### src/rtl/button_reader.sv
// button_reader
//   Reads one raw, bouncy pushbutton pin and produces a debounced level,
//   one-cycle press/release events and a 2-bit press counter used as the
//   colour select by the downstream RGB LED decode.
//
//   Optional: define BUTTON_READER_LONG_PRESS_EN to build the long-hold
//   detector.  When it fires, long_press pulses and sel returns to 0.
//   Without the macro, long_press is tied to 0.
//
// Ports
//   clk           system clock
//   rst           asynchronous, active-high reset
//   btn_raw       raw button pin, asynchronous to clk
//   pressed       debounced level, 1 = held
//   press_pulse   one-cycle pulse on an accepted press
//   release_pulse one-cycle pulse on an accepted release
//   sel           press count modulo 4
//   long_press    one-cycle pulse after a long hold (0 without the macro)
module button_reader #(
  parameter int DEBOUNCE_CYCLES = 12000,
  parameter int BTN_ACTIVE_LOW  = 1,
  parameter int LONG_CYCLES     = 6000000
) (
  input  logic       clk,
  input  logic       rst,
  input  logic       btn_raw,
  output logic       pressed,
  output logic       press_pulse,
  output logic       release_pulse,
  output logic [1:0] sel,
  output logic       long_press
);

  localparam int CNT_W = $clog2(DEBOUNCE_CYCLES);
  localparam logic [CNT_W-1:0] CNT_LAST = CNT_W'(DEBOUNCE_CYCLES - 1);
  localparam logic IDLE_LVL = (BTN_ACTIVE_LOW != 0);

  typedef enum logic [1:0] {
    RELEASED    = 2'd0,
    PRESS_CHK   = 2'd1,
    PRESSED_ST  = 2'd2,
    RELEASE_CHK = 2'd3
  } state_t;

  state_t           state, state_nxt;
  logic [CNT_W-1:0] cnt, cnt_nxt;
  logic             sync_p0, sync_p1;
  logic             act;
  logic             rise, fall;
  logic             long_fire;

  // Stage p0/p1: two-flop synchroniser, reset to the idle pin level so a
  // reset never looks like a press edge by itself.
  always_ff @(posedge clk or posedge rst) begin
    if (rst) begin
      sync_p0 <= IDLE_LVL;
      sync_p1 <= IDLE_LVL;
    end else begin
      sync_p0 <= btn_raw;
      sync_p1 <= sync_p0;
    end
  end

  assign act = (BTN_ACTIVE_LOW != 0) ? ~sync_p1 : sync_p1;

  // Debounce FSM: the counter only runs in the CHK states and is zero on
  // every state entry, so each check starts counting from scratch.
  always_comb begin
    state_nxt = state;
    cnt_nxt   = '0;
    case (state)
      RELEASED:    if (act) state_nxt = PRESS_CHK;
      PRESS_CHK: begin
        if (!act)                 state_nxt = RELEASED;
        else if (cnt == CNT_LAST) state_nxt = PRESSED_ST;
        else                      cnt_nxt   = cnt + 1'b1;
      end
      PRESSED_ST:  if (!act) state_nxt = RELEASE_CHK;
      RELEASE_CHK: begin
        if (act)                  state_nxt = PRESSED_ST;
        else if (cnt == CNT_LAST) state_nxt = RELEASED;
        else                      cnt_nxt   = cnt + 1'b1;
      end
      default:     state_nxt = RELEASED;
    endcase
  end

  assign rise = (state == PRESS_CHK)   && (state_nxt == PRESSED_ST);
  assign fall = (state == RELEASE_CHK) && (state_nxt == RELEASED);

  // Outputs are registered from the next-state decode so they change on the
  // same edge the FSM accepts the new level.
  always_ff @(posedge clk or posedge rst) begin
    if (rst) begin
      state         <= RELEASED;
      cnt           <= '0;
      pressed       <= 1'b0;
      press_pulse   <= 1'b0;
      release_pulse <= 1'b0;
      sel           <= 2'd0;
    end else begin
      state         <= state_nxt;
      cnt           <= cnt_nxt;
      pressed       <= (state_nxt == PRESSED_ST) || (state_nxt == RELEASE_CHK);
      press_pulse   <= rise;
      release_pulse <= fall;
      if (long_fire)  sel <= 2'd0;
      else if (rise)  sel <= sel + 2'd1;
    end
  end

`ifdef BUTTON_READER_LONG_PRESS_EN
  localparam int HOLD_W = $clog2(LONG_CYCLES + 1);
  localparam logic [HOLD_W-1:0] HOLD_LAST = HOLD_W'(LONG_CYCLES - 1);
  localparam logic [HOLD_W-1:0] HOLD_MAX  = HOLD_W'(LONG_CYCLES);

  logic [HOLD_W-1:0] hold;

  // Saturating past HOLD_LAST guarantees a single fire per press.
  assign long_fire = (state == PRESSED_ST) && (hold == HOLD_LAST);

  // The hold count survives a RELEASE_CHK bounce so a shaky hold cannot
  // re-arm the long-press event.
  always_ff @(posedge clk or posedge rst) begin
    if (rst) begin
      hold       <= '0;
      long_press <= 1'b0;
    end else begin
      long_press <= long_fire;
      if (state == PRESSED_ST) begin
        if (hold != HOLD_MAX) hold <= hold + 1'b1;
      end else if (state != RELEASE_CHK) begin
        hold <= '0;
      end
    end
  end
`else
  assign long_fire  = 1'b0;
  assign long_press = 1'b0;
`endif

endmodule
### config.mk
export PLATFORM = sky130hd
export DESIGN_NAME = button_reader
export DESIGN_NICKNAME = d
export VERILOG_FILES = /design/src/rtl/button_reader.sv
export SDC_FILE = /design/constraint.sdc
export NUM_CORES = 1
export LEC_CHECK = 0
export ABC_AREA = 1
export BUFFER_PORTS_ARGS = -buffer_cell sky130_fd_sc_hd__buf_2
export CORE_MARGIN = 4
export CORE_UTILIZATION = 56
export CTS_BUF_LIST = sky130_fd_sc_hd__clkbuf_4 sky130_fd_sc_hd__clkbuf_8
export DETAILED_ROUTE_END_ITERATION = 16
export HOLD_SLACK_MARGIN = 0.06
export MAX_ROUTING_LAYER = met4
export PLACE_DENSITY = 0.75
export SETUP_SLACK_MARGIN = 0.5
export SKIP_CTS_REPAIR_TIMING = 1
export SLEW_MARGIN = 0
export SYNTH_ARGS = -nofsm -noshare
export SYNTH_HDL_FRONTEND = slang
export SYNTH_SLANG_ARGS = --single-unit
### constraint.sdc
create_clock -name clk -period 2.4 [get_ports clk]
set_clock_uncertainty 0.2 [all_clocks]
set_input_delay 0.48 -clock clk [delete_from_list [all_inputs] [get_ports clk]]
set_output_delay 0.48 -clock clk [all_outputs]
set_load 0.01 [all_outputs]
==> Word-level counts from Yosys, hierarchy flattened <==
Cells that the tools add are included.
{ "totals": {"reg_bits": 23, "latchBits": 0, "ramBits": 0, "mem_bits_ro": 0, "inputBits": 3, "out_inout_bits": 6, "wordCells": 32, "mem_count": 0} }
{ "op_classes": {"add_sub_neg": 2, "n_mul": 0, "n_div": 0, "magnitude_cmp": 0, "n_eq_ne": 6, "shift": 0, "mux": 11, "bitwise": 0, "reduce_logical": 5} }
{ "op_table": {"columns": ["operator", "n"], "rows": [
  ["2-to-1 mux 14 bit", 3],
  ["one-hot mux 14 bit (2 select lines)", 1],
  ["adder 14 x 1 -> 14 bit, second input constant", 1],
  ["equality test 14 bit, second input constant", 1],
  ["2-to-1 mux 2 bit", 6],
  ["equality test 2 bit, second input constant", 4],
  ["one-hot mux 2 bit (4 select lines)", 1],
  ["logical NOT 2 bit", 2],
  ["adder 2 x 1 -> 2 bit, second input constant", 1],
  ["equality test 2 x 1 -> 1 bit, second input constant", 1],
  ["logical AND 1 bit", 2],
  ["logical OR 1 bit", 1]
]} }

==> Longest topological paths before layout <==
{ "logic_depth": {"ltp_word": 6, "depth_mapped": 9, "ltp_nobuf": 9} }

==> Worst setup path after synthesis <==
OpenSTA, ideal clock, no wires.
{ "synth_timing": {"path_type": "reg-to-reg", "startpoint": "register cnt[0]", "endpoint": "register pressed", "setup_ps": 120, "arrival_time_ps": 1226, "required_time_ps": 2080, "path_slack_ps": 853, "stages_incl_launch_ff": 9, "n_path_buf": 0, "synth_period_minus_slack_ps": 1547, "path_cell_list": "dfrtp_1 > ha_1 > nand3_2 > nor2_2 > nand3_4 > nor2_4 > nand2_1 > o21ai_1 > inv_1"} }
{ "synth_via": {"elab_chain_cells": 6, "word_cells_on_any_way": 9, "classes_between": "3 x eq/ne; 5 x mux; 1 x reduce/logical"} }
{ "synth_rtl": {"columns": ["element", "line", "text"], "rows": [
  ["from (decl)", "46", "logic [CNT_W-1:0] cnt, cnt_nxt;"],
  ["from (signal assigned)", "103", "cnt <= cnt_nxt;"],
  ["equality test 14 bit *", "75, 81", null],
  ["2-to-1 mux 2 bit (on tied branches)", "81, 75", null],
  ["2-to-1 mux 2 bit (on tied branches)", "80, 74", null],
  ["one-hot mux 2 bit (4 select lines) *", "71", "case (state)"],
  ["equality test 2 bit", "104", "pressed <= (state_nxt == PRESSED_ST) || (state_nxt == RELEASE_CHK);"],
  ["logical OR 1 bit *", "104", null],
  ["to (signal assigned)", "104", null],
  ["to (decl)", "27", "output logic pressed,"]
]} }
Every way passes the cells marked *; elsewhere a longest branch is shown, timed or not.
A chain may end at the register's enable or synchronous reset.

==> Worst setup path after layout <==
{ "layout_timing": {"startpoint": "register cnt[0]", "endpoint": "register cnt[2]"} }
{ "layout_via": {"elab_chain_cells": 4, "word_cells_on_any_way": 6, "classes_between": "1 x add/sub; 1 x eq/ne; 4 x mux"} }
{ "layout_rtl": {"columns": ["element", "line"], "rows": [
  ["adder 14 x 1 -> 14 bit or equality test 14 bit (tied branches)", null],
  ["2-to-1 mux 14 bit *", "75, 81"],
  ["2-to-1 mux 14 bit (on tied branches)", "80, 74"],
  ["one-hot mux 14 bit (2 select lines) *", "71"],
  ["net cnt_nxt[2]", "46"]
]} }
Mark *: on every way through the listed nets, which the timed path passes. The rest lies on a longest branch.

==> flow_summary.json <==
{
  "setup_violations": 0,
  "clockRootBuffer": "clkbuf_4",
  "synth_nets": 159,
  "synth_compound_area_share_pct": 2.900,
  "maxSlewViolCount": 0,
  "arrival_ps": 1760,
  "synth_simple_gate_area_share_pct": 38.90,
  "synth-xor-area-share_pct": 1.400,
  "clockBufferDepth": 2,
  "p_per_area_nw_per_um2": 451.0,
  "io_pins": 9,
  "drt_first_pass_iters": 4,
  "synthMuxAreaShare_pct": 0,
  "reg2reg_depth": 6,
  "drcViolationCount": 0,
  "h-tree-depth": 1,
  "ant_nets": 0,
  "yosys-top-cells-area": "dfrtp_1 (42%), nand2_1 (9.3%), nor2_1 (7.8%)",
  "synth_top_area_share_pct": 42.00,
  "endpoint_kind": "flop",
  "dieArea_um2": 3055,
  "post-route-min-period_ps": 1727,
  "num_antenna_cells": 0,
  "fin_tns_setup_ps": 0,
  "grt_max_degree": 24,
  "fmax_mhz": 579.0,
  "die_h_um": 55.27,
  "hold_slack_ps": 166.7,
  "hold_viol": 0,
  "worst-setup-path-type": "flop to flop",
  "drtIter0Drc": 24,
  "synth_ff_type": "dfrtp_1",
  "startpoint": "cnt[0]",
  "cts_tree": "done",
  "avgSynthCellArea_um2": 8.072,
  "fin_crit_sh_pct": 71.96,
  "insertion_delay_ps": 310,
  "nets": 172,
  "layout-drive-gt1-share_pct": 23.95,
  "clock-sinks": 23,
  "reg2reg_slack_ps": 670,
  "syn2layout_area_growth_pct": 8.700,
  "initial_core_util_pct": 61.27,
  "async_flop_share_pct": 100.0,
  "cp-endpoint": "cnt[2]",
  "r2r-end": "cnt[2]",
  "yosys_warnings": 0,
  "routed-via-count": 988,
  "hp-class": "flop to flop",
  "cts.clk_slew.worst_paths_ps": 120,
  "syn_area_um2": 1251,
  "gp_congestion": 0.9270,
  "fin_cells": 194,
  "grt_pass1_vias": 917,
  "grt_pass1_wl_um": 3967,
  "cts-buffers-inserted": 3,
  "core_area_um2": 2042,
  "port_buffers": 7,
  "synth_top_area_cell": "dfrtp_1",
  "synth_cells": 155,
  "ys_ff_latch": 23,
  "yosys-top-cells-count": "nand2_1 (31), nor2_1 (26), inv_1 (23), dfrtp_1 (21), nor2_2 (9)",
  "worstPathRequired_ps": 2430,
  "ir_drop_v": 0.0003168,
  "synth_top_family_by_area": "simple AND/OR/NAND/NOR gates",
  "rsz0062_at_grt": "no",
  "cp_max_fo": 11,
  "grt-ovfl-total": 0,
  "chipWidth_um": 55.27,
  "dp.cells": 188,
  "yosysMostFrequentCell": "nand2_1",
  "wl_per_cell_um": 11.99,
  "row_count": 16,
  "track_usage_pct": 16.65,
  "antenna_found_initial": 0,
  "hpwl_um": 1788,
  "totalWireLength_um": 2327,
  "ys_seq_area_share_pct": 46.20,
  "r2r-start": "cnt[0]",
  "synth_cell_types": 26,
  "synth_edf_count": 0,
  "cp-start-kind": "flop",
  "status": "completed",
  "vias_per_cell": 5.093,
  "synth-adder-area-share_pct": 1.000,
  "maxCapViolCount": 0,
  "leakage_nw": 0.6485
}
where the power goes:
part	switching (W)	internal, W	total [W]	leakage [nW]
sequential	0.00000448	0.000393	0.000398	0.310
combinational	0.0000185	0.00000811	0.0000266	0.320
clock	0.000113	0.0000762	0.000189	0.0184
per-layer routing:
metal	wire length, um	global-route usage (%)	part of all wire (%)
met4	13	5.208	0.56
met1	1060	22.14	46
met5	0	-	0
met3	103	2.098	4.4
met2	1150	26.52	49
layout by cell type (no fill, tap or decap), types with 2 or more instances in the layout:
| cell | n |
|---|---|
| dfrtp_1 | 20 |
| nor3_1 | 3 |
| dlygate4sd3_1 | 2 |
| inv_1 | 23 |
| nor2_1 | 26 |
| nand3_1 | 8 |
| a21oi_1 | 3 |
| nor2_2 | 9 |
| nor3b_2 | 2 |
| dfstp_2 | 2 |
| inv_2 | 2 |
| nand2_1 | 31 |
| nand2_2 | 2 |
| clkbuf_4 | 4 |
| nor3_2 | 3 |
| nand4_1 | 4 |
| buf_2 | 7 |
| xor2_1 | 2 |
| nand3_2 | 4 |
logic make-up (layout without fill, tap and decap cells):
group,after synthesis,count (layout)
AND/OR/NAND/NOR,94,94
buffers and inverters,28,40
flip-flops,23,23
AO/OA/AOI/OAI,6,6
XOR/XNOR,2,2
adder cells (fa/ha/maj),1,1
other,1,1
final cells by class:
| cell class | count | area, um^2 |
|---|---|---|
| clock buffers | 4 | 30.03 |
| repair buffers | 10 | 62.56 |
| flip-flops and latches | 23 | 579.3 |
| well taps | 27 | 33.78 |
| multi-input cells | 104 | 556.8 |
| fillers | 175 | 681.9 |
| inverters | 26 | 97.59 |
critical path, cell delays in order, from the launching register on:
cell and delay [ps]:
dfrtp_2 460, ha_1 250, nand3_2 110, nor2_2 50, nand3_4 70, nand3_2 260
nor3b_2 250
stage by stage:
step | setup WS (ps) | total power, W | util, % | instance area [um^2]
6_report | 673.0 | 0.0006133 | 66.61 | 1360
5_1_grt | 515.2 | 0.0006375 | 66.61 | 1360
4_1_cts | 630.4 | 0.0006140 | 65.56 | 1339
3_5_place_dp | 663.8 | 0.0004291 | 64.09 | 1309
3_3_place_gp | 712.1 | 0.0004286 | 64.09 | 1309
2_1_floorplan | 853.4 | 0.0004243 | - | 1251
registers in the layout, summed over array words and instances (netlist names):
name and flops:
sync_p0 1, sel 2, cnt 14, pressed 1, sync_p1 1, press_pulse 1, state 2, release_pulse 1
how the worst min path moves through the flow:
stage / slack (ps) / cells after the start / endpoint / startpoint
2_1_floorplan: 150 / 0 / sync_p1 / sync_p0
3_3_place_gp: 150 / 0 / sync_p1 / sync_p0
3_5_place_dp: 150 / 0 / sync_p1 / sync_p0
4_1_cts: -20 / 3 / sel[1] / rst
5_1_grt: 170 / 0 / sync_p1 / sync_p0
6_report: 170 / 0 / sync_p1 / sync_p0
No activity file was read; power rests on OpenSTA's default activity.
